**src/rtl/cpu_types_pkg.sv**
```systemverilog
// Shared CPU type definitions: instruction word, MIPS opcodes and the
// fetch unit's state encoding (exported so benches can probe the FSM).
package cpu_types_pkg;

    localparam int unsigned WORD_W = 32;
    localparam int unsigned OP_W   = 6;

    typedef logic [WORD_W-1:0] word_t;

    typedef enum logic [OP_W-1:0] {
        RTYPE  = 6'h00,
        REGIMM = 6'h01,
        J      = 6'h02,
        JAL    = 6'h03,
        BEQ    = 6'h04,
        BNE    = 6'h05,
        BLEZ   = 6'h06,
        BGTZ   = 6'h07,
        ADDI   = 6'h08,
        ADDIU  = 6'h09,
        SLTI   = 6'h0a,
        SLTIU  = 6'h0b,
        ANDI   = 6'h0c,
        ORI    = 6'h0d,
        XORI   = 6'h0e,
        LUI    = 6'h0f,
        LW     = 6'h23,
        LBU    = 6'h24,
        LHU    = 6'h25,
        SB     = 6'h28,
        SH     = 6'h29,
        SW     = 6'h2b,
        LL     = 6'h30,
        SC     = 6'h38,
        HALT   = 6'h3f
    } opcode_t;

    typedef enum logic [1:0] {
        START  = 2'd0,
        FETCH  = 2'd1,
        HOLD   = 2'd2,
        HALTED = 2'd3
    } fetch_state_t;

    function automatic opcode_t word_opcode(input word_t w);
        return opcode_t'(w[WORD_W-1:WORD_W-OP_W]);
    endfunction

    function automatic logic is_halt(input word_t w);
        return word_opcode(w) == HALT;
    endfunction

endpackage

```
**src/rtl/instr_fetch_unit_pc_reg.sv**
```systemverilog
// Program counter register: loads a new value on request, always storing a
// word-aligned address, and provides the sequential successor PC+4.
module instr_fetch_unit_pc_reg #(
    parameter int unsigned         ADDR_W  = 32,
    parameter logic [ADDR_W-1:0]   PC_INIT = '0
) (
    input  logic              CLK,
    input  logic              nRST,
    input  logic              load_en,
    input  logic [ADDR_W-1:0] load_pc,
    output logic [ADDR_W-1:0] pc,
    output logic [ADDR_W-1:0] pc_next_seq
);

    localparam logic [ADDR_W-1:0] ALIGN_MASK = ~ADDR_W'(3);

    logic [ADDR_W-1:0] pc_q;
    logic [ADDR_W-1:0] pc_d;

    // Both redirect targets and PC+4 pass through the mask, so pc_q stays aligned.
    always_comb begin
        pc_d = pc_q;
        if (load_en) begin
            pc_d = load_pc & ALIGN_MASK;
        end
    end

    always_ff @(posedge CLK or negedge nRST) begin
        if (!nRST) begin
            pc_q <= PC_INIT;
        end else begin
            pc_q <= pc_d;
        end
    end

    assign pc          = pc_q;
    assign pc_next_seq = pc_q + ADDR_W'(4);

endmodule

```
**src/rtl/instr_fetch_unit.sv**
```systemverilog
// Instruction fetch unit: owns the PC, issues imem reads, holds each fetched
// word until the decoder accepts it, applies redirects and stops on HALT.
module instr_fetch_unit
    import cpu_types_pkg::*;
#(
    parameter int unsigned       ADDR_W  = 32,
    parameter logic [ADDR_W-1:0] PC_INIT = '0
) (
    input  logic              CLK,
    input  logic              nRST,
    input  logic              ihit,
    input  word_t             imemload,
    output logic              iREN,
    output logic [ADDR_W-1:0] imemaddr,
    output logic              instr_valid,
    input  logic              instr_ready,
    output word_t             instruction,
    output logic [ADDR_W-1:0] pc_plus4,
    input  logic              redirect_en,
    input  logic [ADDR_W-1:0] redirect_pc,
    output logic              halted,
    output logic [31:0]       fetch_count
);

    // Handshake: a word transfers to the decoder on any cycle where
    // instr_valid & instr_ready are both high; instr_valid never drops and
    // instruction never changes while waiting, except when a redirect
    // discards the held word. instr_ready alone has no effect.

    fetch_state_t      state_q, state_d;
    word_t             instr_q, instr_d;
    logic              valid_q, valid_d;
    logic [31:0]       count_q, count_d;

    logic              pc_load_en;
    logic [ADDR_W-1:0] pc_load_val;
    logic [ADDR_W-1:0] pc_cur;
    logic [ADDR_W-1:0] pc_seq;
    logic              accept;

    instr_fetch_unit_pc_reg #(
        .ADDR_W  (ADDR_W),
        .PC_INIT (PC_INIT)
    ) u_pc_reg (
        .CLK         (CLK),
        .nRST        (nRST),
        .load_en     (pc_load_en),
        .load_pc     (pc_load_val),
        .pc          (pc_cur),
        .pc_next_seq (pc_seq)
    );

    assign accept = (state_q == HOLD) && valid_q && instr_ready;

    always_comb begin
        state_d     = state_q;
        instr_d     = instr_q;
        valid_d     = valid_q;
        count_d     = count_q;
        pc_load_en  = 1'b0;
        pc_load_val = pc_seq;

        unique case (state_q)
            START: begin
                state_d = FETCH;
            end
            FETCH: begin
                // A redirect in the same cycle as ihit means the returned word
                // belongs to the wrong path, so it is dropped.
                if (redirect_en) begin
                    pc_load_en  = 1'b1;
                    pc_load_val = redirect_pc;
                end else if (ihit) begin
                    instr_d = imemload;
                    valid_d = 1'b1;
                    state_d = HOLD;
                end
            end
            HOLD: begin
                if (accept) begin
                    count_d     = count_q + 32'd1;
                    valid_d     = 1'b0;
                    pc_load_en  = 1'b1;
                    pc_load_val = redirect_en ? redirect_pc : pc_seq;
                    state_d     = is_halt(instr_q) ? HALTED : FETCH;
                end else if (redirect_en) begin
                    valid_d     = 1'b0;
                    pc_load_en  = 1'b1;
                    pc_load_val = redirect_pc;
                    state_d     = FETCH;
                end
            end
            HALTED: begin
                valid_d = 1'b0;
            end
            default: begin
                valid_d = 1'b0;
                state_d = START;
            end
        endcase
    end

    always_ff @(posedge CLK or negedge nRST) begin
        if (!nRST) begin
            state_q <= START;
            instr_q <= '0;
            valid_q <= 1'b0;
            count_q <= '0;
        end else begin
            state_q <= state_d;
            instr_q <= instr_d;
            valid_q <= valid_d;
            count_q <= count_d;
        end
    end

    assign iREN        = (state_q == FETCH);
    assign imemaddr    = pc_cur;
    assign instr_valid = valid_q;
    assign instruction = instr_q;
    assign pc_plus4    = pc_seq;
    assign halted      = (state_q == HALTED);
    assign fetch_count = count_q;

endmodule

```
**config.mk**
```make
export PLATFORM = sky130hd
export DESIGN_NAME = instr_fetch_unit
export DESIGN_NICKNAME = d
export VERILOG_FILES = /design/src/rtl/cpu_types_pkg.sv /design/src/rtl/instr_fetch_unit_pc_reg.sv /design/src/rtl/instr_fetch_unit.sv
export SDC_FILE = /design/constraint.sdc
export NUM_CORES = 1
export LEC_CHECK = 0
export CAP_MARGIN = 20
export CORE_ASPECT_RATIO = 0.8
export CORE_UTILIZATION = 42
export DETAILED_ROUTE_END_ITERATION = 10
export DONT_BUFFER_PORTS = 1
export GPL_TIMING_DRIVEN = 0
export SLEW_MARGIN = 20
export SYNTH_ARGS = -nofsm -noshare
export SYNTH_HDL_FRONTEND = slang
export SYNTH_SLANG_ARGS = --single-unit
```
**constraint.sdc**
```tcl
create_clock -name CLK -period 6.2 [get_ports CLK]
set_input_delay 0.93 -clock CLK [delete_from_list [all_inputs] [get_ports CLK]]
set_output_delay 0.93 -clock CLK [all_outputs]
set_load 0.01 [all_outputs]
```
=== Yosys cells after proc, flatten, opt, wreduce, memory -nomap -nowiden ===
Cells that the tools add are included.

* $add $sub $neg: 2
* Equality and inequality tests: 7
* Multiplexer cells: 16
* Bitwise logic cells: 1
* Reduce and logical (&&, ||, !) cells: 10

{| class="wikitable"
|+ Operators with widths
! operator !! count
|-
| 32-bit 2-to-1 mux || 2
|-
| 32-bit by 1-bit adder with 32-bit output (second input constant) || 1
|-
| 32-bit by 3-bit adder with 32-bit output (second input constant) || 1
|-
| 2-bit 2-to-1 mux || 5
|-
| 4-bit AND reduction || 2
|-
| 6-bit == test (second input constant) || 1
|-
| 1-bit 2-to-1 mux || 6
|-
| 2-bit one-hot mux with 3 select lines || 1
|-
| 3-bit nonzero test || 2
|-
| 2-bit == test (second input constant) || 2
|-
| 2-bit != test (second input constant) || 2
|-
| 3-bit != test (second input constant) || 1
|-
| 1-bit one-hot mux with 3 select lines || 1
|-
| 3-bit AND reduction || 1
|-
| 2-bit by 1-bit == test with 1-bit output (second input constant) || 1
|-
| 1-bit logical AND || 2
|-
| 2-bit logical NOT || 1
|-
| 1-bit one-hot mux with 2 select lines || 1
|-
| 2-bit AND reduction || 1
|-
| 2-bit OR reduction || 1
|-
| 1-bit NOT || 1
|}

* Register bits: 97
* Output and inout bits: 131

=== Depth between registers and ports, before layout ===
* Depth after elaboration: 5
* Gate-level depth with buffers: 9
* Depth with buffers taken out: 6

=== Modules after synthesis ===
Synthesis repeated with hierarchy kept, for this count alone.

* Cells, all modules: 410
* Area total of the unflattened synthesis: 5003.5 µm²

{| class="wikitable"
|+ By module, submodules not included
! module !! times used !! cells each !! area each (µm²) !! sequential area each (µm²)
|-
| instr_fetch_unit || 1 || 262 || 3306.9 || 1676.6
|-
| instr_fetch_unit_pc_reg || 1 || 148 || 1696.6 || 750.7
|}

=== Worst setup path before layout ===
Ideal clock, no wire load.

* Path type: flip-flop to output port
* Start: reg u_pc_reg.pc_q[9], in the netlist u_pc_reg.pc[9]
* End: out pc_plus4[27]
* Data arrival time: 2.002 ns
* Data required time: 5.270 ns
* Setup slack: 3.268 ns
* Cell stages (with the launch flop): 7
* Path buffers: 2
* Cells stage by stage: dfrtp_1 buf_2 nand4_4 or4_4 buf_6 or3_4 xnor2_1

* Longest elaborated chain between the ends: 1

{| class="wikitable"
|+ Ends and longest elaborated chain
! item !! line !! RTL
|-
| start, declared || instr_fetch_unit_pc_reg.sv:17 || <nowiki>logic [ADDR_W-1:0] pc_q;</nowiki>
|-
| start signal, assigned || instr_fetch_unit_pc_reg.sv:32 || <nowiki>pc_q <= pc_d;</nowiki>
|-
| 32-bit by 3-bit adder with 32-bit output || instr_fetch_unit_pc_reg.sv:37 || <nowiki>assign pc_next_seq = pc_q + ADDR_W'(4);</nowiki>
|-
| end, declared || instr_fetch_unit.sv:18 || <nowiki>output logic [ADDR_W-1:0] pc_plus4,</nowiki>
|}

Every way passes these cells.

=== Final worst setup path ===
* Start: reg u_pc_reg.pc_q[8], in the netlist u_pc_reg.pc[8]
* End: out pc_plus4[24]

The elaborated chain is that of the path after synthesis.

==> results by stage <==
Run:
- The total of max-cap violations is 0.

Cells and area:
- Of the cells placed in the final design, the portion with a size suffix greater than 1 is ~14%.
- The area growth from synthesis to layout is 9.58%.
- The number of antenna diodes in the final layout is 0.
- The share of the core filled with cells is 47.9%.
- The final layout contains 630 nets.

Die:
- The die covers about 13000 sq um.
- After floorplanning, the core was sized to cover about 12000 sq um.
- For this design the top-level I/O count stands at 200.
- Once the floorplan was initialized, standard cells occupied between 40% and 50% of the core.
- In this run the horizontal extent of the chip is ~130 microns.
- Measured along the y axis, the die boundary spans between 100 and 150 microns.
- The standard-cell row count is 36.

Setup path:
- The critical register-to-register path startpoint is state_q[0].
- The critical path runs through a total of 5 cells.
- The critical path launch point type is a flip-flop.
- STA puts the critical path data arrival time at between 3 and 4 ns.
- The kind of critical path is reg2out.
- For the worst flop-to-flop path, the logic depth is 8.
- Broken down by cell family, the worst path's largest delay share belongs to simple AND/OR/NAND/NOR gates.
- The signal on the critical path passes through nand4_2, nor4_1, buf_2, nand3_1, xnor2_1.
- The endpoint identified for the worst register-to-register timing path is u_pc_reg.pc[5].
- The kind of end point of the critical path is a primary output.
- The number of buffers and inverters on the critical path is 1.
- The slack of the worst reg-to-reg path is 3.38 ns.
- The most critical setup path has its startpoint at u_pc_reg.pc[8].
- The worst setup path endpoint is pc_plus4[24].
- STA puts the critical path data required time at 5.27 ns.
- The maximum single-stage delay on the critical path is between 0.8 and 0.9 ns.
- On the critical path, the stage with the largest delay is an instance of sky130_fd_sc_hd__nor4_1.
- Of all nets on the critical path, the largest fanout is 10.

STA:
- The clock skew is slightly below 0.007 ns.
- The final number of hold-violating endpoints was 0.
- At the pin with the least slew margin, the transition time is between 1 and 1.5 ns.
- The final number of max-transition violations is 0.
- Static timing analysis puts the maximum clock frequency at 0.253 GHz.
- The worst-case hold slack is 0.269 ns.
- Headroom to the max-slew limit came out at ~31%.
- Setup repair after global routing left no endpoint under its margin.
- The sum of negative setup slack is 0 ns.
- In the post-route analysis, the smallest setup slack over all paths is 2.24 ns.
- The total setup violations reported at the end of the flow is 0.
- The worst path needs between 3 and 4 ns of the cycle, external delays included.
- The worst path uses 63.8% of the clock period.

Route:
- The via count normalized by instance count is just over 6.
- After detailed routing, the average wire length per cell comes to around 21 microns.
- The DRC violations left is 0.
- The met2 wire length is about 6.8 mm.
- In this run the top signal layer used is met4.
- The number of DRC markers after the initial detailed-route iteration is ~350.
- The routed layout has 4441 vias.
- The routed metal-1 wirelength is 6.64 mm.
- The number of iterations in the first detailed-routing pass is 4.
- The routed length on met3 is between 1.5 and 2 mm.
- The post-detailed-route count of antenna-violating nets is 0.
- The routed wire length is roughly 15 mm.

Synthesis:
- The cell count after synthesis came out at 542.
- For this run, the leading register cell type out of synthesis is sky130_fd_sc_hd__dfrtp_1.
- The synthesized design contains 0 enable-type register cells.
- Ranked by total cell area, the synthesized netlist is headed by sky130_fd_sc_hd__dfrtp_1 45%, sky130_fd_sc_hd__mux2_2 7.3%, sky130_fd_sc_hd__xnor2_1 7.1%.
- Summing every instance area after synthesis gives between 5000 and 6000 sq um.
- The commonest cells after synthesis are 97 x sky130_fd_sc_hd__dfrtp_1, 44 x sky130_fd_sc_hd__xnor2_1, 39 x sky130_fd_sc_hd__nand2_1.
- The count of warnings emitted by yosys is 0.
- The dominant cell type by area after synthesis is sky130_fd_sc_hd__dfrtp_1.
- The synthesized area per cell is approximately 10 sq um.
- The share of synthesized flip-flops with an asynchronous set or reset is 100%.
- Synthesis inferred a little under 100 register bits.
- The most frequent cell after synthesis is sky130_fd_sc_hd__dfrtp_1.
- After synthesis, the netlist uses just under 60 different library cells.
- After synthesis, flip-flops and latches occupy between 40 and 50% of the total area.
- In this run the biggest area consumer among cell types represents between 40% and 50% of the synthesized area.

Clock network:
- The number of clock sinks is 97.
- After clock tree synthesis, the clock-pin slew on the worst setup and hold paths is about 0.07 ns.
- Clock tree synthesis selected as its root buffer the cell sky130_fd_sc_hd__clkbuf_16.
- The clock tree from TritonCTS is done.
- The insertion delay to the later sink of the worst-skew pair is 0.35 ns.
- Counting the buffers created by CTS gives 9.
- The buffer depth of the longest clock path is 2.
- The number of gates resized after CTS is 0.
- The number of setup buffers added after CTS is 0.
- The hold buffer count at CTS is 0.
- The number of H-tree levels is 3.

Global route:
- For this run the aggregate overflow at the end of global routing stands at 0.
- The number of antenna violations at the first check in global routing is 0.
- Global routing used between 20% and 30% of the available tracks across all layers.
- The global-route wire length before repair is approximately 24 mm.
- The pin count of the biggest net entering global routing is 98.
- The number of global-route vias before repair is ~4300.

Power:
- The completed layout was analyzed and its total power is 2.94 mW.
- The leakage dissipation is between 2 and 2.5 nW.
- The worst ir drop on vdd is approximately 0.21 mV.
- Dividing total power by cell area gives a power density of around 500 nW/um^2.

Place:
- The count of input and output buffers is 0.
- The placed wire-length estimate is roughly 11 mm.
- The routability congestion estimate is ~0.9.
- Timing analysis after detailed placement gives a worst setup slack of 2.70 ns.

Min path:
- The min-delay analysis places its worst path in the category in2async.

Run status:
- The flow ran to the end, and the final reports show no timing, DRC or antenna violations.
-- cell families after synthesis --
family,Yosys count,share of synthesized area [%]
fa+ha+maj,5,1.16
mux,38,7.86
simple gates,190,19.5
buf+inv,58,4.66
other cells,1,0.0695
flops,97,45.0
xor+xnor,59,9.58
compound gates,94,12.1
-- final cells by class --
cell class | instances | area, sq um
Clock inverter | 7 | 60.1
Fill cell | 1186 | 6430
Clock buffer | 9 | 225
Buffer | 40 | 184
Multi-Input combinational cell | 390 | 2740
Inverter | 18 | 67.6
Tap cell | 171 | 214
Sequential cell | 97 | 2430
-- sequential cells by signal (all words and copies together) (netlist names) --
name         count
state_q          2
fetch_count     32
u_pc_reg.pc     30
instr_valid      1
instruction     32
-- report_power, final --
group          switching, mW  internal, mW  total, mW
Sequential             0.367         0.843       1.21
Combinational          0.725         0.460       1.18
Clock                  0.265         0.279      0.545
Total                   1.36          1.58       2.94
-- metal layers --
metal,GRT usage (%),up-vias
met5,0,-
met4,6.15,0
met3,8.85,24
met2,34.6,244
met1,31.4,2185
li1,-,1988
-- metrics by stage --
stage	instance area, sq um	std cells
floorplan	5410	545
global placement	5620	716
detailed placement	5620	716
CTS	5910	732
global route	5910	732
finish	5910	732
-- placed cells by master (no fill, tap or decap), drive strengths merged, types with 2 or more instances in the layout --
master	synthesis	final
nand2b	4	4
o21ai	10	10
nand4b	2	2
o21a	2	2
xnor2	44	44
a31oi	4	4
mux2i	3	3
clkinv	0	2
inv	18	21
clkbuf	27	36
o2bb2ai	4	4
mux2	35	35
or4	4	4
conb	1	4
clkinvlp	0	2
dfrtp	97	97
a22oi	2	2
nand3	29	29
a31o	3	3
a211oi	10	10
and3	12	12
and2	5	5
a21oi	22	22
o311ai	5	5
or3	10	10
o22ai	3	3
buf	13	13
a41oi	2	2
and4	6	6
o211ai	12	12
nand4	25	25
a2bb2oi	2	2
ha	5	5
o22a	3	3
nor3	16	16
nor2	24	24
nor4	12	12
xor2	15	15
nand2	39	39
a311o	2	2
-- worst reg2reg max path, cell delays in order, from the launching register on --
cell and delay, ns:
sky130_fd_sc_hd__dfrtp_1 0.39, sky130_fd_sc_hd__inv_1 0.06, sky130_fd_sc_hd__ha_1 0.34, sky130_fd_sc_hd__nand4b_1 0.50
sky130_fd_sc_hd__o21ai_0 0.30, sky130_fd_sc_hd__clkbuf_1 0.52, sky130_fd_sc_hd__clkbuf_1 0.40, sky130_fd_sc_hd__a21oi_1 0.11
sky130_fd_sc_hd__a21oi_1 0.13
-- worst min-delay path by stage --
stage / from / end
final: nRST / u_pc_reg.pc[13]
after global routing: nRST / fetch_count[16]
after CTS: nRST / u_pc_reg.pc[26]
after detailed placement: fetch_count[31] / fetch_count[31]
after global placement: fetch_count[31] / fetch_count[31]
after floorplan: fetch_count[31] / fetch_count[31]
(Power assumes the default switching activity.)
